===== src/rtl/load_store_unit.sv =====
// Load/store unit: turns one byte/half/word access at any byte alignment into one or
// two aligned word beats on a data RAM port, and returns one extended response per request.
module load_store_unit #(
    parameter int unsigned ADDR_WIDTH = 10
) (
    input  logic                    clk_i,
    input  logic                    reset_i,
    input  logic                    req_valid_i,
    output logic                    req_ready_o,
    input  logic                    req_write_i,
    input  logic [ADDR_WIDTH-1:0]   req_addr_i,
    input  logic [1:0]              req_size_i,
    input  logic                    req_sign_i,
    input  logic [31:0]             req_wdata_i,
    output logic                    resp_valid_o,
    output logic [31:0]             resp_rdata_o,
    output logic                    resp_err_o,
    output logic                    mem_valid_o,
    input  logic                    mem_ready_i,
    output logic                    mem_write_o,
    output logic [ADDR_WIDTH-3:0]   mem_word_addr_o,
    output logic [3:0]              mem_byte_en_o,
    output logic [31:0]             mem_wdata_o,
    input  logic [31:0]             mem_rdata_i
);

    localparam int unsigned WAW = ADDR_WIDTH - 2;

    typedef enum logic [1:0] {IDLE, BEAT0, BEAT1, RESP} state_e;

    state_e      state_q;
    logic        write_q;
    logic        sign_q;
    logic [1:0]  size_q;
    logic [1:0]  off_q;
    logic [31:0] wdata_q;
    logic [31:0] rdata_q;

    logic [1:0]  req_off;
    logic [3:0]  req_be;
    logic [31:0] req_lane_wdata;
    logic [2:0]  beat1_shift;
    logic [3:0]  beat1_be;
    logic [31:0] beat1_wdata;
    logic        split;
    logic [31:0] beat0_rdata;
    logic [31:0] beat1_rdata;

    function automatic logic [3:0] size_mask(input logic [1:0] size);
        logic [3:0] m;
        case (size)
            2'b00:   m = 4'b0001;
            2'b01:   m = 4'b0011;
            default: m = 4'b1111;
        endcase
        return m;
    endfunction

    function automatic logic [2:0] size_bytes(input logic [1:0] size);
        logic [2:0] n;
        case (size)
            2'b00:   n = 3'd1;
            2'b01:   n = 3'd2;
            default: n = 3'd4;
        endcase
        return n;
    endfunction

    function automatic logic [31:0] extend(input logic [31:0] d, input logic [1:0] size,
                                           input logic sign);
        logic [31:0] r;
        case (size)
            2'b00:   r = {{24{sign & d[7]}}, d[7:0]};
            2'b01:   r = {{16{sign & d[15]}}, d[15:0]};
            default: r = d;
        endcase
        return r;
    endfunction

    // Lane positioning for both beats and the read-data alignment of each beat
    always_comb begin
        req_off        = req_addr_i[1:0];
        req_be         = size_mask(req_size_i) << req_off;
        req_lane_wdata = req_wdata_i << {req_off, 3'b000};
        beat1_shift    = 3'd4 - {1'b0, off_q};
        beat1_be       = size_mask(size_q) >> beat1_shift;
        beat1_wdata    = wdata_q >> {beat1_shift, 3'b000};
        split          = ({1'b0, off_q} + size_bytes(size_q)) > 3'd4;
        beat0_rdata    = mem_rdata_i >> {off_q, 3'b000};
        beat1_rdata    = rdata_q | (mem_rdata_i << {beat1_shift, 3'b000});
    end

    always_ff @(posedge clk_i) begin
        if (reset_i) begin
            state_q         <= IDLE;
            write_q         <= 1'b0;
            sign_q          <= 1'b0;
            size_q          <= 2'b00;
            off_q           <= 2'b00;
            wdata_q         <= '0;
            rdata_q         <= '0;
            req_ready_o     <= 1'b1;
            resp_valid_o    <= 1'b0;
            resp_rdata_o    <= '0;
            resp_err_o      <= 1'b0;
            mem_valid_o     <= 1'b0;
            mem_write_o     <= 1'b0;
            mem_word_addr_o <= '0;
            mem_byte_en_o   <= '0;
            mem_wdata_o     <= '0;
        end else begin
            case (state_q)
                IDLE: begin
                    if (req_valid_i) begin
                        write_q     <= req_write_i;
                        sign_q      <= req_sign_i;
                        size_q      <= req_size_i;
                        off_q       <= req_off;
                        wdata_q     <= req_wdata_i;
                        rdata_q     <= '0;
                        req_ready_o <= 1'b0;
                        if (req_size_i == 2'b11) begin
                            state_q      <= RESP;
                            resp_valid_o <= 1'b1;
                            resp_err_o   <= 1'b1;
                            resp_rdata_o <= '0;
                        end else begin
                            state_q         <= BEAT0;
                            mem_valid_o     <= 1'b1;
                            mem_write_o     <= req_write_i;
                            mem_word_addr_o <= req_addr_i[ADDR_WIDTH-1:2];
                            mem_byte_en_o   <= req_be;
                            mem_wdata_o     <= req_lane_wdata;
                        end
                    end
                end
                BEAT0: begin
                    if (mem_ready_i) begin
                        rdata_q <= beat0_rdata;
                        if (split) begin
                            state_q         <= BEAT1;
                            mem_word_addr_o <= mem_word_addr_o + WAW'(1);
                            mem_byte_en_o   <= beat1_be;
                            mem_wdata_o     <= beat1_wdata;
                        end else begin
                            state_q      <= RESP;
                            mem_valid_o  <= 1'b0;
                            resp_valid_o <= 1'b1;
                            resp_rdata_o <= write_q ? '0 : extend(beat0_rdata, size_q, sign_q);
                        end
                    end
                end
                BEAT1: begin
                    if (mem_ready_i) begin
                        state_q      <= RESP;
                        mem_valid_o  <= 1'b0;
                        resp_valid_o <= 1'b1;
                        resp_rdata_o <= write_q ? '0 : extend(beat1_rdata, size_q, sign_q);
                    end
                end
                RESP: begin
                    state_q      <= IDLE;
                    resp_valid_o <= 1'b0;
                    resp_err_o   <= 1'b0;
                    resp_rdata_o <= '0;
                    req_ready_o  <= 1'b1;
                end
                default: state_q <= IDLE;
            endcase
        end
    end

endmodule

===== config.mk =====
export PLATFORM = sky130hd
export DESIGN_NAME = load_store_unit
export DESIGN_NICKNAME = d
export VERILOG_FILES = /design/src/rtl/load_store_unit.sv
export SDC_FILE = /design/constraint.sdc
export NUM_CORES = 1
export LEC_CHECK = 0
export CAP_MARGIN = 10
export CORE_MARGIN = 1
export CORE_UTILIZATION = 35
export CTS_CLUSTER_DIAMETER = 50
export DETAILED_ROUTE_END_ITERATION = 7
export MAX_ROUTING_LAYER = met4
export PLACE_DENSITY = 0.56
export SKIP_CTS_REPAIR_TIMING = 1
export SYNTH_ARGS = -nofsm -noshare
export SYNTH_HDL_FRONTEND = slang
export SYNTH_SLANG_ARGS = --single-unit

===== constraint.sdc =====
create_clock -name clk_i -period 9.7 [get_ports clk_i]
set_input_delay 1.94 -clock clk_i [delete_from_list [all_inputs] [get_ports clk_i]]
set_output_delay 1.94 -clock clk_i [all_outputs]
set_load 0.03 [all_outputs]

==> metrics.md <==
| Metric | Value |
|---|---|
| Outcome | complete, no violations |
| CTS root buffer | clkbuf_16 |
| Critical path's slowest cell | or3_1 |
| Post-Synth Adder-Cell Area | between 1.5 and 2% |
| Via density | 5.72 |
| Register area share after synthesis | 35.1% |
| Initial Utilization | 35.7% |
| Die Y | 160 um |
| Clock Skew | 0.0101 ns |
| Cell family with most CP delay | simple AND/OR/NAND/NOR gates |
| Critical path type | in2reg |
| Max IR drop VDD | 0.161 mV |
| Max Cap Viol | 0 |
| Std cell rows | 57 |
| Seq cells post-synth | 153 |
| Minimum clock period | 4.40 ns |
| Max Slew Vio Count | 0 |
| Final WL | roughly 30 mm |
| Worst Min Path Start | wdata_q[0] |
| Worst slew margin | between 15 and 20% |
| DIE AREA | 25500 um2 |
| CP max FO | 25 |
| Top_reg_cell synth | dfxtp_1 |
| Hold endpoint | wdata_q[0] |
| Routed vias | ~8500 |
| Asr flop ratio synth | 0% |
| Avg Cell Area, Syn | 8.34 um2 |
| Startpoint Class | primary input |
| Layout area overhead | 26.2% |
| Syn nets | 1137 |
| Levels on crit path | 6 |
| Worst min-delay path class | reg2reg |
| Post-synthesis cell type count | 62 |
| Capturing point of the worst reg2reg path | resp_rdata_o[12] |
| H-tree levels | 4 |
| Worst Max-Slew Pin Slew | 1.22 ns |
| GR Util All Layers | 23.8% |
| Routed Antenna Nets | 0 |
| Drt pass-1 iters | 5 |
| Post-synthesis compound-gate area fraction | between 20% and 30% |
| Post-synthesis cell count | between 1000 and 1500 |
| Hold slack | 0.448 ns |
| RePlAce Congestion | 0.863 |
| CTS buffer count | 17 |
| CP Data Required Time | 10.05 ns |
| Slowest stage delay, CP | a little under 0.9 ns |
| Post-synth EDFFs | 0 |
| CP arrival | between 4 and 5 ns |
| Simple-Gate Fraction of Synth Area | 18.1% |
| Endpoints failing hold | 0 |
| CP Capture Type | flop |
| Clock buffer depth | 2 |
| Pwr Density | about 280 nW/um2 |
| PortBufs | roughly 160 |
| Largest family of logic cells by synthesized area | compound AO/OA/AOI/OAI gates |
| Worst Hold Depth | 2 |
| Clk sinks | 153 |
| Grt total ovfl | 0 |
| Core Region | 24400 um2 |
| Critical path, cell by cell | clkdlybuf4s50_1 > nand2b_1 > o311ai_4 > nand2b_1 > or3_1 > o2bb2ai_1 |
| IO Pins | between 150 and 200 |
| Synthesized cell area | 8720 um2 |
| Worst r2r src | size_q[1] |
| Post-DP HPWL | around 20 mm |
| Cell mode on critical path | nand2b_1 |
| Antenna violations before repair | 0 |
| XOR/XNOR Fraction of Synth Area | 0.416% |
| First-pass GRT wire length | between 40 and 50 mm |
| Final Cycle Share | 45.4% |
| Clk slew on worst S/H paths | 0.07 ns |
| Multiplexer share of the synthesized area | 13.6% |
| Max Clk Rate | 227 MHz |
| Share of cells above drive strength 1 | 11.3% |
| RSZ-0062 raised after global routing | false |
| CP Buf/Inv Count | 1 |
| Cell count of the worst reg-to-reg path | 8 |
| Clk_lat worst skew | 0.44 ns |
| Number of global-route vias before repair | 7713 |
| Wire length per cell | 20.0 um |
| First DRT Iteration DRCs | 841 |
| Reg2Reg Setup Slack | roughly 5.6 ns |
| Final Setup Violations | 0 |
| Antenna diodes | 0 |
| Total Nets Final | 1236 |
| LEAKAGE | 3.71 nW |
| DRC viols | 0 |
| TNS Setup | 0 ns |
| Die width | 160 um |
| YS warnings | 0 |
| Largest net degree at the start of global routing | 86 |
| CTS tree | yes |
[metrics by stage]
step	cells	worst slack (ns)	power, W	utilization (%)	instance area, um2
floorplan	1045	6.27	0.00194	-	8720
global placement	1449	4.94	0.00243	42.8	10400
detailed placement	1449	4.91	0.00244	42.8	10400
CTS	1481	5.37	0.00310	45.1	11000
global route	1481	5.11	0.00329	45.1	11000
finish	1481	5.30	0.00309	45.1	11000
[registers in the layout (all words and copies together) (netlist names), 2 cells and up]
signal / cells
off_q: 2
rdata_q: 32
mem_wdata_o: 32
mem_word_addr_o: 8
wdata_q: 32
mem_byte_en_o: 4
resp_rdata_o: 32
state_q: 2
size_q: 2
[layout make-up]
class                      instances  area [um2]
clock inverter                    14         128
multi-input combinational        784        5200
fill                            2466       13400
clock buffer                      18         439
inverter                          13        48.8
sequential                       153        3070
tap                              324         405
timing repair buffer             175        1720
[cells by family (layout without fill, tap and decap cells)]
kind of cell | after synthesis | in the layout
buffers and inverters | 108 | 220
AND/OR/NAND/NOR | 359 | 359
adder cells (fa/ha/maj) | 11 | 11
flip-flops | 153 | 153
XOR/XNOR | 2 | 2
AO/OA/AOI/OAI | 319 | 319
multiplexers | 93 | 93
[power breakdown]
group	internal (W)	switching, W
logic	0.000555	0.00101
clock network	0.000345	0.000308
registers	0.000769	0.000105
total	0.00167	0.00143
[layout by cell type, fill, tap and decap left out, drive strengths merged, types with 14 or more instances in the layout]
master and n:
a211oi 20, a21oi 100, a221oi 16, a22oi 54
a311oi 17, buf 14, clkbuf 18, clkdlybuf4s50 161
dfxtp 153, inv 21, mux2 41, mux2i 36
mux4 16, nand2 125, nor2 127, nor2b 20
nor3 51, o21ai 41, o2bb2ai 17
[synthesized netlist by cell type, types with 10 or more instances]
library cell    n  area, um2
dfxtp_1       153       3060
nor2_1        126        473
nand2_1       125        469
a21oi_1       100        500
a22oi_1        54        405
clkbuf_1       52        195
nor3_1         48        240
mux2_2         41        462
mux2i_1        36        360
o21ai_0        28        140
buf_2          27        135
a211oi_1       20        150
nor2b_1        20        125
a311oi_1       17        149
a221oi_1       16        140
mux4_2         16        360
o21ai_1        13       65.1
inv_1          12       45.0
and2_1         10       62.6
o2bb2ai_2      10        150
[worst register-to-register path, stage by stage, from the launching register on]
cell and delay, ns:
dfxtp_1 0.46, inv_1 0.68, nand2_1 0.16, fa_1 0.47, xor2_4 0.19, o311ai_4 0.37
nand2b_1 0.88, or3_1 0.69, o2bb2ai_1 0.12
[worst max-delay path by stage]
stage                            from          endpoint  slack (ns)
after floorplan           req_valid_i   mem_wdata_o[24]        6.27
after global placement    req_valid_i  resp_rdata_o[10]        4.94
after detailed placement  req_valid_i   resp_rdata_o[8]        4.91
after CTS                 req_valid_i  resp_rdata_o[12]        5.37
after global routing      req_valid_i  resp_rdata_o[10]        5.11
final                     req_valid_i  resp_rdata_o[12]        5.30
[layer usage]
| metal | GRT usage (%) | part of all wire (%) | wire [um] | vias to the layer above |
|---|---|---|---|---|
| li1 | - | - | - | 4037 |
| met1 | 34.4 | 49 | 14500 | 4008 |
| met2 | 32.7 | 42 | 12300 | 396 |
| met3 | 5.27 | 7.6 | 2270 | 34 |
| met4 | 6.97 | 1.9 | 558 | 0 |
| met5 | - | 0 | 0 | - |
Note: power is estimated with default switching activity, not from simulation.
